`src/rtl/shift_chain_pkg.sv`:
```
// Purpose : shared types and helpers for the shift-chain sequencer.
// Latency : n/a (definitions only).
// Backpressure: n/a.
// State encodings: IDLE=0, SHIFT=1, DRAIN=2, DONE=3 (2-bit).
package shift_chain_pkg;

    typedef enum logic [1:0] {
        ST_IDLE  = 2'd0,
        ST_SHIFT = 2'd1,
        ST_DRAIN = 2'd2,
        ST_DONE  = 2'd3
    } state_t;

    // Bit-index width for a w-bit word; never below 1 so selects stay legal.
    function automatic int idx_width(input int w);
        return (w > 1) ? $clog2(w) : 1;
    endfunction

endpackage

```
`src/rtl/shift_chain_rx.sv`:
```
// Purpose : WIDTH-bit capture register, one indexed bit written per cycle.
// Latency : written bit visible on rx_next in the same cycle, in rx_q after the edge.
// Backpressure: none; a write happens whenever wr_en is high.
// Ports   : clk/rst (sync, active-high); wr_en/wr_idx/wr_bit write one bit;
//           rx_next is the register contents including this cycle's write.
module shift_chain_rx #(
    parameter int WIDTH = 8,
    parameter int IW    = 3
) (
    input  logic             clk,
    input  logic             rst,
    input  logic             wr_en,
    input  logic [IW-1:0]    wr_idx,
    input  logic             wr_bit,
    output logic [WIDTH-1:0] rx_next
);

    logic [WIDTH-1:0] rx_q;
    logic [WIDTH-1:0] rx_d;

    always_comb begin
        rx_d = rx_q;
        if (wr_en) begin
            rx_d[wr_idx] = wr_bit;
        end
    end

    always_ff @(posedge clk) begin
        if (rst) begin
            rx_q <= '0;
        end else begin
            rx_q <= rx_d;
        end
    end

    // Exposing the post-write value lets the top complete on the same edge
    // that samples the final bit.
    assign rx_next = rx_d;

endmodule

```
`src/rtl/shift_chain_ctrl.sv`:
```
// Purpose : serialise a word LSB-first into a DEPTH-flop chain, reassemble its output, flag intact return.
// Latency : accepting edge to done pulse = WIDTH+DEPTH+1 edges.
// Backpressure: start is ignored while busy (SHIFT/DRAIN/DONE); din is latched only on acceptance.
// Ports   : clk, rst (sync, active-high); start/din request; ser_d -> chain input,
//           ser_q <- chain output; busy, done pulse, dout/match held until next completion.
module shift_chain_ctrl
    import shift_chain_pkg::*;
#(
    parameter int WIDTH = 8,
    parameter int DEPTH = 2
) (
    input  logic             clk,
    input  logic             rst,
    input  logic             start,
    input  logic [WIDTH-1:0] din,
    input  logic             ser_q,
    output logic             ser_d,
    output logic             busy,
    output logic             done,
    output logic [WIDTH-1:0] dout,
    output logic             match
);

    localparam int CW = $clog2(WIDTH + DEPTH + 1);
    localparam int IW = idx_width(WIDTH);

    localparam logic [CW-1:0] LAST_SHIFT = CW'(WIDTH - 1);
    localparam logic [CW-1:0] LAST_CYC   = CW'(WIDTH + DEPTH - 1);
    localparam logic [CW-1:0] DEPTH_C    = CW'(DEPTH);

    state_t           state_q, state_d;
    logic [CW-1:0]    cyc_q, cyc_d;
    logic [WIDTH-1:0] tx_q, tx_d;
    logic [WIDTH-1:0] dout_q, dout_d;
    logic             match_q, match_d;

    logic             cap_en;
    logic             last_cyc;
    logic [CW-1:0]    cap_off;
    logic [IW-1:0]    cap_idx;
    logic [IW-1:0]    tx_idx;
    logic [WIDTH-1:0] rx_next;

    // State register (all flops).
    always_ff @(posedge clk) begin
        if (rst) begin
            state_q <= ST_IDLE;
            cyc_q   <= '0;
            tx_q    <= '0;
            dout_q  <= '0;
            match_q <= 1'b0;
        end else begin
            state_q <= state_d;
            cyc_q   <= cyc_d;
            tx_q    <= tx_d;
            dout_q  <= dout_d;
            match_q <= match_d;
        end
    end

    // Next-state logic; cyc runs continuously across SHIFT and DRAIN.
    always_comb begin
        state_d = state_q;
        cyc_d   = cyc_q;
        tx_d    = tx_q;
        unique case (state_q)
            ST_IDLE: begin
                if (start) begin
                    state_d = ST_SHIFT;
                    tx_d    = din;
                    cyc_d   = '0;
                end
            end
            ST_SHIFT: begin
                cyc_d = cyc_q + 1'b1;
                if (cyc_q == LAST_SHIFT) begin
                    state_d = ST_DRAIN;
                end
            end
            ST_DRAIN: begin
                cyc_d = cyc_q + 1'b1;
                if (cyc_q == LAST_CYC) begin
                    state_d = ST_DONE;
                end
            end
            ST_DONE: begin
                state_d = ST_IDLE;
            end
            default: begin
                state_d = ST_IDLE;
            end
        endcase
    end

    // Capture window: chain output for bit i appears DEPTH cycles after bit i
    // was driven, so capture starts at cyc==DEPTH and may overlap SHIFT.
    assign tx_idx   = cyc_q[IW-1:0];
    assign cap_off  = cyc_q - DEPTH_C;
    assign cap_idx  = cap_off[IW-1:0];
    assign cap_en   = ((state_q == ST_SHIFT) || (state_q == ST_DRAIN)) && (cyc_q >= DEPTH_C);
    assign last_cyc = (state_q == ST_DRAIN) && (cyc_q == LAST_CYC);

    shift_chain_rx #(
        .WIDTH (WIDTH),
        .IW    (IW)
    ) u_rx (
        .clk     (clk),
        .rst     (rst),
        .wr_en   (cap_en),
        .wr_idx  (cap_idx),
        .wr_bit  (ser_q),
        .rx_next (rx_next)
    );

    // Result is taken from rx_next so the bit sampled on the final edge is included.
    always_comb begin
        dout_d  = dout_q;
        match_d = match_q;
        if (last_cyc) begin
            dout_d  = rx_next;
            match_d = (rx_next == tx_q);
        end
    end

    // Output logic.
    always_comb begin
        ser_d = 1'b0;
        busy  = 1'b0;
        done  = 1'b0;
        unique case (state_q)
            ST_IDLE:  begin end
            ST_SHIFT: begin busy = 1'b1; ser_d = tx_q[tx_idx]; end
            ST_DRAIN: begin busy = 1'b1; end
            ST_DONE:  begin busy = 1'b1; done = 1'b1; end
            default:  begin end
        endcase
    end

    assign dout  = dout_q;
    assign match = match_q;

endmodule

```
`config.mk`:
```
export PLATFORM = sky130hd
export DESIGN_NAME = shift_chain_ctrl
export DESIGN_NICKNAME = d
export VERILOG_FILES = /design/src/rtl/shift_chain_pkg.sv /design/src/rtl/shift_chain_rx.sv /design/src/rtl/shift_chain_ctrl.sv
export SDC_FILE = /design/constraint.sdc
export NUM_CORES = 1
export LEC_CHECK = 0
export BUFFER_PORTS_ARGS = -buffer_cell sky130_fd_sc_hd__buf_4
export CELL_PAD_IN_SITES_DETAIL_PLACEMENT = 1
export CELL_PAD_IN_SITES_GLOBAL_PLACEMENT = 1
export CORE_MARGIN = 2
export CORE_UTILIZATION = 47
export CTS_BUF_LIST = sky130_fd_sc_hd__clkbuf_8
export DETAILED_ROUTE_END_ITERATION = 6
export PLACE_DENSITY = 0.84
export SLEW_MARGIN = 0
export SYNTH_ARGS = -nofsm -noshare
export SYNTH_HDL_FRONTEND = slang
export SYNTH_SLANG_ARGS = --single-unit
```
`constraint.sdc`:
```
create_clock -name clk -period 4.6 [get_ports clk]
set_input_delay 0.69 -clock clk [delete_from_list [all_inputs] [get_ports clk]]
set_output_delay 0.69 -clock clk [all_outputs]
set_load 0.05 [all_outputs]
```
==> results.py <==
metrics = {
    "outcome": {
        "status": "completed",
    },
    "run": {
        "max-cap-violations": 0,
    },
    "global_routing": {
        "grt_pass1_wl_um": 6610,
        "grt_max_degree": 33,
        "grt.busiest_layer": "met2",
        "grt_use_met2_pct": 38.84,
        "track_usage_pct": 21.47,
        "use_met3_pct": 7.207,
        "grt_pass1_vias": 1460,
        "antenna_found_initial": 0,
        "overflow": 0,
        "grtUsageMet1_pct": 23.02,
    },
    "logic_synthesis": {
        "syn_nets": 209,
        "synth_area_um2": 1617,
        "synth_warnings": 0,
        "synth_edf_count": 0,
        "syn_area_per_cell_um2": 8.553,
        "seq_area_frac_synth_pct": 38.39,
        "synth_cell_types": 41,
        "ys_seq_elements": 31,
        "synth_cells": 189,
        "synth-main-ff-cell": "dfxtp_1",
        "async_flop_share_pct": 0,
    },
    "sta": {
        "setup_tns_ns": 0,
        "max_slew_margin_pct": 29.69,
        "rsz0062_at_grt": "false",
        "tightest_slew_ns": 1.050,
        "finClkSkew_ns": 0.004989,
        "holdWs_ns": 0.5062,
        "finalHoldViolations": 0,
        "period_share_pct": 58.61,
        "slew_viol_final": 0,
        "setup_viol": 0,
        "setup_ws_ns": 1.904,
        "fmax_ghz": 0.3709,
        "finalCriticalPeriod_ns": 2.696,
    },
    "cells_and_area": {
        "n_antenna_cell": 0,
        "fillers": 405,
        "final_cell_mix": "dfxtp_1, nor2_1, buf_4",
        "layout-drive-gt1-share_pct": 18.27,
        "multi_input_area_um2": 907.1,
        "fin_nets": 227,
        "register_area_um2": 620.6,
        "fin_area_um2": 1906,
        "area_growth_pct": 17.88,
        "layout_commonest_cell": "dfxtp_1",
    },
    "floorplanning": {
        "die_x_um": 62.65,
        "io_pins": 24,
        "core_area_um2": 3311,
        "die_area_um2": 3924,
        "die_h_um": 62.65,
        "placement_rows": 21,
        "start_util_pct": 48.83,
    },
    "clock_network": {
        "postCtsSetupBuffers": 0,
        "clk_pin_slew_ns": 0.07,
        "cts_tree": "yes",
        "ctsResizeCount": 0,
        "cts.sinks": 31,
        "cts.htree.levels": 2,
        "clockBufferDepth": 2,
        "root_buffer": "clkbuf_8",
        "numCtsBuffers": 5,
        "ctsHoldBuffers": 0,
        "clock_latency_ns": 0.28,
    },
    "worst_hold_path": {
        "hold_path_class": "reg2reg",
    },
    "place": {
        "gp_congestion": 0.8087,
        "preCtsSetupSlack_ns": 1.973,
        "dpl_cell_area_um2": 1788,
        "post-dp-hpwl_um": 2821,
        "io_buffers": 23,
    },
    "detailed_routing": {
        "vias_per_cell": 5.472,
        "post_drt_wl_per_cell_um": 15.37,
        "drc": 0,
        "first_pass_iters": 4,
        "ant_nets": 0,
        "drt-initial-drc-count": 38,
        "num_vias": 1390,
        "wirelength_um": 3903,
    },
    "power": {
        "power_density_nw_per_um2": 483.1,
        "peakVddDrop_mv": 0.2751,
        "p_leak_uw": 0.0007651,
    },
    "worst_setup_path": {
        "cp_max_fo": 18,
        "critPathRequiredTime_ns": 3.91,
        "critPathArrivalTime_ns": 2.01,
        "critPathCaptureType": "output port",
        "startpoint_type": "flop",
        "worstSetupPathType": "reg2out",
    },
}
## cell families after synthesis
kind of cell	after synthesis	share of synthesized area, %
xor+xnor	6	3.251
mux	12	7.973
simple gates	72	22.14
compound gates	40	16.56
buf+inv	20	5.496
fa+ha+maj	8	6.192
flops	31	38.39
## power breakdown
part / leakage [µW] / switching (µW) / internal, µW / total [µW]
registers: 0.000251 / 49.9 / 295 / 345
logic: 0.000453 / 193 / 108 / 300
clock network: 0.0000612 / 101 / 175 / 276
total: 0.000765 / 343 / 577 / 921
## state kept, by name (all words and copies together) (netlist names)
register and count:
cyc_q 4, tx_q 8, dout 8, match 1
u_rx.rx_q 8, state_q 2
## final timing paths
| kind | endpoint | depth (start not counted) | slack [ns] | from |
|---|---|---|---|---|
| max | ser_d | 5 | 1.90 | cyc_q[0]$_SDFFE_PP0P_ |
| min | dout[3]$_SDFFE_PP0P_ | 2 | 0.51 | dout[3]$_SDFFE_PP0P_ |
| min reg2reg | dout[3]$_SDFFE_PP0P_ | 2 | 0.51 | dout[3]$_SDFFE_PP0P_ |
| max reg2reg | match$_SDFFE_PP0P_ | 6 | 1.98 | cyc_q[0]$_SDFFE_PP0P_ |
## final cells by class
| class | count | share of cell area (%) |
|---|---|---|
| flip-flops and latches | 31 | 32.57 |
| well taps | 46 | 3.020 |
| repair buffers | 23 | 9.061 |
| clock buffers | 6 | 4.334 |
| inverters | 8 | 1.576 |
| multi-input cells | 138 | 47.60 |
| clock inverters | 2 | 1.838 |
## worst max-delay path: stages, from the launching register on
cell and delay, ns:
dfxtp_1 0.70, inv_1 0.23, o31ai_1 0.25, a2bb2oi_1 0.10, a21boi_0 0.20, buf_4 0.22
## per-layer routing
| layer | wire [µm] | vias up |
|---|---|---|
| li1 | - | 696 |
| met4 | 85 | 0 |
| met2 | 1966 | 30 |
| met3 | 178 | 10 |
| met1 | 1672 | 654 |
| met5 | 0 | - |
## stage by stage
stage / cells / utilization, % / power (µW)
global placement: 246 / 54.01 / 623.9
finish: 254 / 57.56 / 920.5
detailed placement: 246 / 54.01 / 646.3
CTS: 254 / 57.56 / 925.8
global route: 254 / 57.56 / 978.1
floorplan: 189 / - / 570.5
## Yosys cell counts, drive strengths merged (2+ instances only)
cell type	instances	area share (%)
dfxtp	31	38
nor2	24	5.6
nand2	17	3.9
nand3	13	4.0
a21oi	12	3.7
mux2i	11	7.3
a211oi	8	3.7
clkbuf	8	1.9
ha	8	6.2
inv	8	1.9
a31oi	4	1.5
buf	4	1.8
nor3b	4	2.2
o21ai	4	1.2
xnor2	4	2.2
nand4b	3	1.6
nor3	3	0.93
a22oi	2	0.93
nand3b	2	0.93
nor2b	2	0.77
xor2	2	1.1
No activity file was read; power rests on OpenSTA's default activity.
